### config.mk
export PLATFORM = sky130hd
export DESIGN_NAME = uart_rx
export DESIGN_NICKNAME = d
export VERILOG_FILES = /design/src/rtl/uart_pkg.sv /design/src/rtl/uart_sync2.sv /design/src/rtl/uart_rx.sv
export SDC_FILE = /design/constraint.sdc
export NUM_CORES = 1
export LEC_CHECK = 0
export ABC_AREA = 1
export CAP_MARGIN = 10
export CORE_MARGIN = 4
export CORE_UTILIZATION = 40
export DETAILED_ROUTE_END_ITERATION = 16
export PLACE_DENSITY_LB_ADDON = 0.05
export REMOVE_ABC_BUFFERS = 1
export SYNTH_ARGS = -nofsm -noshare
export SYNTH_HDL_FRONTEND = slang
export SYNTH_SLANG_ARGS = --single-unit
### constraint.sdc
create_clock -name bclk -period 1.8 [get_ports bclk]
set_input_delay 0.18 -clock bclk [delete_from_list [all_inputs] [get_ports bclk]]
set_output_delay 0.18 -clock bclk [all_outputs]
set_load 0.02 [all_outputs]
### src/rtl/uart_pkg.sv
// Shared UART definitions: receiver state encodings and frame-format defaults
// used by both the transmitter and the receiver.
package uart_pkg;

  // Default frame format: 8 data bits, 16 bclk cycles per bit period.
  localparam int LFRAME_DEF     = 8;
  localparam int OVERSAMPLE_DEF = 16;

  // Receiver FSM encodings; the three spare codes are treated as illegal.
  typedef enum logic [2:0] {
    S_IDLE  = 3'd0,
    S_START = 3'd1,
    S_DATA  = 3'd2,
    S_STOP  = 3'd3,
    S_BREAK = 3'd4
  } state_t;

endpackage

### src/rtl/uart_sync2.sv
// Two-flop synchroniser for an asynchronous single-bit input. Both flops
// reset to RST_VAL so an idle-high line does not look like an edge after reset.
module uart_sync2 #(
  parameter logic RST_VAL = 1'b1
) (
  input  logic clk,
  input  logic rst_n,
  input  logic d,
  output logic q
);

  logic [1:0] sync_reg;

  // Shift the raw input through two flops; bit 1 is the metastability-safe copy.
  always_ff @(posedge clk) begin
    if (!rst_n) begin
      sync_reg <= {2{RST_VAL}};
    end else begin
      sync_reg <= {sync_reg[0], d};
    end
  end

  assign q = sync_reg[1];

endmodule

### src/rtl/uart_rx.sv
// 8N1 UART receiver on a 16x oversampled bit clock. Qualifies the start bit at
// mid-bit, samples data LSB-first at the centre of each bit, checks the stop
// bit and reports either a one-cycle rx_valid or a one-cycle rx_frame_err.
// A stop bit sampled low parks the FSM in S_BREAK until the line returns high,
// so a held-low line yields one error rather than a stream of phantom frames.
module uart_rx
  import uart_pkg::*;
#(
  parameter int LFRAME     = LFRAME_DEF,
  parameter int OVERSAMPLE = OVERSAMPLE_DEF  // must be even and >= 4
) (
  input  logic              bclk,
  input  logic              rst_n,
  input  logic              rxd,
  output logic [LFRAME-1:0] rx_dout,
  output logic              rx_valid,
  output logic              rx_frame_err,
  output logic              rx_busy
);

  localparam int HALF  = OVERSAMPLE / 2;
  localparam int CNT_W = $clog2(OVERSAMPLE);

  // Compare points for the oversample counter and the bit counter.
  localparam logic [CNT_W-1:0] CNT_HALF = CNT_W'(HALF - 1);
  localparam logic [CNT_W-1:0] CNT_LAST = CNT_W'(OVERSAMPLE - 1);
  localparam logic [3:0]       BIT_LAST = 4'(LFRAME - 1);

  logic              rxd_s;
  state_t            state_reg;
  logic [CNT_W-1:0]  cnt_reg;
  logic [3:0]        bitcnt_reg;
  logic [LFRAME-1:0] shift_reg;

  uart_sync2 #(
    .RST_VAL(1'b1)
  ) u_sync (
    .clk  (bclk),
    .rst_n(rst_n),
    .d    (rxd),
    .q    (rxd_s)
  );

  // Receive FSM with counters, shift register and registered output pulses.
  always_ff @(posedge bclk) begin
    if (!rst_n) begin
      state_reg    <= S_IDLE;
      cnt_reg      <= '0;
      bitcnt_reg   <= '0;
      shift_reg    <= '0;
      rx_dout      <= '0;
      rx_valid     <= 1'b0;
      rx_frame_err <= 1'b0;
      rx_busy      <= 1'b0;
    end else begin
      // Pulses are single-cycle unless a branch below raises them.
      rx_valid     <= 1'b0;
      rx_frame_err <= 1'b0;
      case (state_reg)
        S_IDLE: begin
          if (!rxd_s) begin
            state_reg <= S_START;
            cnt_reg   <= '0;
            rx_busy   <= 1'b1;
          end
        end
        S_START: begin
          // Re-check the line half a bit in; a high level here was a glitch.
          if (cnt_reg == CNT_HALF) begin
            cnt_reg <= '0;
            if (!rxd_s) begin
              state_reg  <= S_DATA;
              bitcnt_reg <= '0;
            end else begin
              state_reg <= S_IDLE;
              rx_busy   <= 1'b0;
            end
          end else begin
            cnt_reg <= cnt_reg + 1'b1;
          end
        end
        S_DATA: begin
          // One full bit period after the mid-start point lands mid-data-bit.
          if (cnt_reg == CNT_LAST) begin
            cnt_reg    <= '0;
            shift_reg  <= {rxd_s, shift_reg[LFRAME-1:1]};
            bitcnt_reg <= bitcnt_reg + 4'd1;
            if (bitcnt_reg == BIT_LAST) begin
              state_reg <= S_STOP;
            end
          end else begin
            cnt_reg <= cnt_reg + 1'b1;
          end
        end
        S_STOP: begin
          if (cnt_reg == CNT_LAST) begin
            cnt_reg <= '0;
            if (rxd_s) begin
              rx_dout   <= shift_reg;
              rx_valid  <= 1'b1;
              state_reg <= S_IDLE;
              rx_busy   <= 1'b0;
            end else begin
              rx_frame_err <= 1'b1;
              state_reg    <= S_BREAK;
            end
          end else begin
            cnt_reg <= cnt_reg + 1'b1;
          end
        end
        S_BREAK: begin
          if (rxd_s) begin
            state_reg <= S_IDLE;
            rx_busy   <= 1'b0;
          end
        end
        default: begin
          state_reg <= S_IDLE;
          cnt_reg   <= '0;
          rx_busy   <= 1'b0;
        end
      endcase
    end
  end

endmodule
# == After elaboration in Yosys (flattened, before gate mapping) ==
# Cells that the tools add are included.
# classes
add_sub_neg,2
n_eq_ne,14
muxes,23
bitwise,2
reduce_logical,10
# op_table
cell,n
$mux 3,7
$mux 4,5
$pmux 4 s4,1
$pmux 3 s5,1
$ne 2x2->1 const B,6
$add 4x1->4 const B,2
$eq 4x3->1 const B,2
$pmux 4 s2,1
$reduce_and 4->1,2
$eq 3x2->1 const B,2
$mux 1,6
$reduce_and 3->1,2
$reduce_and 6->1,1
$pmux 1 s5,1
$eq 4x4->1 const B,1
$reduce_and 2->1,2
$eq 3x1->1 const B,1
$eq 3x3->1 const B,1
$logic_not 3->1,1
$mux 2,1
$ne 2x1->1 const B,1
$not 1->1,2
$reduce_bool 2->1,1
$reduce_or 2->1,1
# totals
ff_bits,32
inputBits,3

# == Logic depth before layout (Yosys ltp) ==
# logic_depth
depth_word,4
ltp_mapped,9
depth_no_buf,9

# == Cells and area by module ==
# From an unflattened synthesis, not the netlist that was laid out.
# unflattened
cells_unflattened,196
hier_area_um2,1403.8
# modules_own_cells
module,n_inst,cells_per_inst,area_each_um2,seq_area_each_um2
uart_rx,1,190,1348.8,600.6
uart_sync2,1,6,55.1,40.0

# == Worst setup path after synthesis ==
# No wires, ideal clock.
# synth_path
path_type,reg2reg
startpoint,register cnt_reg[0]
endpoint,register rx_dout[0]
arrival_ns,1.263
slack_ns,0.458
path_stages_with_launch,7
period_less_slack_ns,1.342
cell_sequence,dfxtp_1 -> ha_1 -> nand3_2 -> nor3_2 -> buf_4 -> nor2_1 -> a211oi_2
# synth_via
elab_chain_cells,2
# synth_rtl
item,line,text
from (decl),uart_rx.sv:31,logic [CNT_W-1:0] cnt_reg;
from (signal assigned),uart_rx.sv:79,cnt_reg <= cnt_reg + 1'b1;
from (signal assigned),uart_rx.sv:92,cnt_reg <= cnt_reg + 1'b1;
from (signal assigned),uart_rx.sv:108,cnt_reg <= cnt_reg + 1'b1;
$eq 4x4->1,uart_rx.sv:96,if (cnt_reg == CNT_LAST) begin
$reduce_and 3->1 (no line),n/a,
to (signal assigned),uart_rx.sv:99,rx_dout <= shift_reg;
to (decl),uart_rx.sv:15,"output logic [LFRAME-1:0] rx_dout,"
# No other way between the ends.
# A chain may end at the register's enable or synchronous reset.

# == Worst setup path in the final report ==
# layout_path
startpoint,register cnt_reg[0]
endpoint,register shift_reg[0]
# layout_via
elab_chain_cells,2
# layout_rtl
item,line,text
$eq 4x4->1,uart_rx.sv:84,if (cnt_reg == CNT_LAST) begin
$reduce_and 2->1 (no line),n/a,
to (signal assigned),uart_rx.sv:86,"shift_reg <= {rxd_s, shift_reg[LFRAME-1:1]};"
to (decl),uart_rx.sv:33,logic [LFRAME-1:0] shift_reg;
# No other way between the ends.

==> results.sh <==
export IMPL_clockRootBuffer="clkbuf_4"
export IMPL_grt_antenna_before_repair=0
export IMPL_synth_simple_gate_area_share_pct=28.7
export IMPL_finalWorstSetupSlack_ns=0.169
export IMPL_ir_drop_v=0.000494
export IMPL_synth_adder_area_share_pct=1.76
export IMPL_portBuffers=13
export IMPL_ys_types=27
export IMPL_drive_above_1_share_pct=13.9
export IMPL_rr_endpoint="shift_reg[0]"
export IMPL_grt_usage_pct=16.1
export IMPL_nNetsFinal=212
export IMPL_maxSlewHeadroom_pct=62.7
export IMPL_clk_path_buf_depth=2
export IMPL_syn_avg_cell_area_um2=7.51
export IMPL_cts_buffers=5
export IMPL_final_setup_tns_ns=0
export IMPL_drv_slew=0
export IMPL_fin_skew_ns=0.00990
export IMPL_power_leakage_uw=0.000715
export IMPL_critPathLaunch="cnt_reg[0]"
export IMPL_ios=14
export IMPL_routed_via_density=4.93
export IMPL_required_ns=2.03
export IMPL_die_w_um=67.6
export IMPL_worstPathArrival_ns=1.86
export IMPL_startpoint_type="flip-flop"
export IMPL_crit_chain="ha_1 -> nand3_2 -> nor2_4 -> inv_2 -> o21ai_0 -> a21oi_1"
export IMPL_power_density_nw_per_um2=1100
export IMPL_drt_iter0_markers=88
export IMPL_cts_resized=0
export IMPL_synth_xor_area_share_pct=1.85
export IMPL_cts_tree="yes"
export IMPL_cts_sinks=32
export IMPL_r2r_slack_ns=0.17
export IMPL_synth_compound_area_share_pct=16.0
export IMPL_grt_pass1_wl_mm=5.29
export IMPL_tightest_slew_ns=0.558
export IMPL_post_drt_wl_per_cell_um=12.2
export IMPL_clk_latency_ns=0.34
export IMPL_drv_cap=0
export IMPL_post_cts_buffers=0
export IMPL_final_antenna_net_count=0
export IMPL_synth_cells=189
export IMPL_finalHoldViolCount=0
export IMPL_wl_mm=3.10
export IMPL_worst_path_max_fanout=10
export IMPL_holdCritPathClass="primary input to flip-flop"
export IMPL_fmax_ghz=0.613
export IMPL_grt_pass1_vias=1200
export IMPL_dp_slack_ns=0.187
export IMPL_fp_coreArea_um2=3390
export IMPL_power_uw=1830
export IMPL_drc_errors=0
export IMPL_end_kind="flip-flop"
export IMPL_finalSetupViolCount=0
export IMPL_endpoint="shift_reg[0]"
export IMPL_initial_utilization_pct=41.9
export IMPL_place_congestion=0.851
export IMPL_dieArea_um2=4560
export IMPL_cpPeakStageDelay_ns=0.39
export IMPL_ctsHoldBuffers=0
export IMPL_ys_seq_elements=32
export IMPL_path_class="flip-flop to flip-flop"
export IMPL_drt_pass1_iter_count=5
export IMPL_overflow=0
export IMPL_min_period_ns=1.63
export IMPL_die_h_um=67.6
export IMPL_yosysSeqAreaShare_pct=45.1
export IMPL_cpMaxStageDelayCell="dfxtp_1"
export IMPL_path_clk_slew_ns=0.10
export IMPL_r2r_start="cnt_reg[0]"
export IMPL_dp_hpwl_mm=2.21
export IMPL_reg2regPathDepth=6
export IMPL_yosysWarnings=0
export IMPL_final_common_cell="nor2_1"
export IMPL_rsz0062_at_grt="false"
export IMPL_row_count=21
export IMPL_final_cell_mix="nor2_1, dfxtp_1, nand2_1, o21ai_0, inv_1"
export IMPL_stdcell_area_um2=1660
export IMPL_status="completed"
export IMPL_h_tree_depth=2
export IMPL_synth_area_um2=1420
export IMPL_synthMuxAreaShare_pct=0
export IMPL_vias=1253
export IMPL_period_share_pct=90.6
export IMPL_synthToLayoutAreaGrowth_pct=17.2
export IMPL_placed_cell_area_um2=1600
export IMPL_antenna_cells=0
export IMPL_synth_top_family_by_area="simple AND/OR/NAND/NOR gates"
export IMPL_grt_max_degree=18
[final cells by class]
type / count / area, µm²
Timing Repair Buffer: 15 / 145
Sequential cell: 32 / 641
Fill cell: 340 / 1730
Tap cell: 46 / 57.6
Multi-Input combinational cell: 134 / 686
Clock buffer: 7 / 55.1
Clock inverter: 1 / 7.51
Inverter: 19 / 71.3
[synth_stat cells, drive strengths merged]
| cell | n | share of area [%] |
|---|---|---|
| nor2 | 43 | 13 |
| dfxtp | 32 | 45 |
| nand2 | 29 | 8.0 |
| o21ai | 21 | 7.4 |
| inv | 19 | 5.0 |
| a21oi | 14 | 5.2 |
| nand3 | 11 | 4.9 |
| a211oi | 4 | 2.8 |
| buf | 4 | 1.5 |
| xor2 | 3 | 1.9 |
| ha | 2 | 1.8 |
| or2 | 2 | 0.88 |
| nand3b | 1 | 0.53 |
| nand4 | 1 | 0.44 |
| nor3 | 1 | 0.71 |
| nor4 | 1 | 0.44 |
| o211ai | 1 | 0.53 |
[layer usage]
layer / up-vias / share of wire, % / track usage, %
met1: 566 / 45 / 18.3
met5: - / 0 / 0
met2: 27 / 47 / 25.8
met3: 8 / 4.9 / 5.82
li1: 652 / - / -
met4: 0 / 2.9 / 9.37
[worst min path at each step]
stage / start / endpoint / slack (ns) / cells after the start
2_1_floorplan: rxd / u_sync.sync_reg[0] / 0.29 / 1
3_3_place_gp: u_sync.sync_reg[0] / u_sync.sync_reg[1] / 0.40 / 1
3_5_place_dp: u_sync.sync_reg[0] / u_sync.sync_reg[1] / 0.41 / 1
4_1_cts: rxd / u_sync.sync_reg[0] / 0.39 / 2
5_1_grt: rxd / u_sync.sync_reg[0] / 0.40 / 2
6_report: rxd / u_sync.sync_reg[0] / 0.40 / 2
[kinds of logic after synthesis]
group / after synthesis
AND/OR/NAND/NOR: 89
AO/OA/AOI/OAI: 40
flip-flops: 32
buffers and inverters: 23
XOR/XNOR: 3
adder cells (fa/ha/maj): 2
[stage by stage]
step	cells	hold slack, ns	utilization, %
after CTS	254	0.386	49.1
after detailed placement	246	0.411	47.2
final	254	0.396	49.1
after floorplan	185	0.287	-
after global routing	254	0.399	49.1
after global placement	246	0.402	47.2
[critical path, delay by kind of cell (launching register included)]
kind | cells | cell delay, ns
buffers and inverters | 1 | 0.15
adder cells (fa/ha/maj) | 1 | 0.27
flip-flops | 1 | 0.39
AND/OR/NAND/NOR | 2 | 0.48
AO/OA/AOI/OAI | 2 | 0.22
[power by group]
group | total [µW] | switching (µW) | internal (µW)
sequential | 825 | 63.6 | 761
combinational | 559 | 371 | 187
clock | 442 | 251 | 191
total | 1830 | 686 | 1140
(Power assumes the default switching activity.)
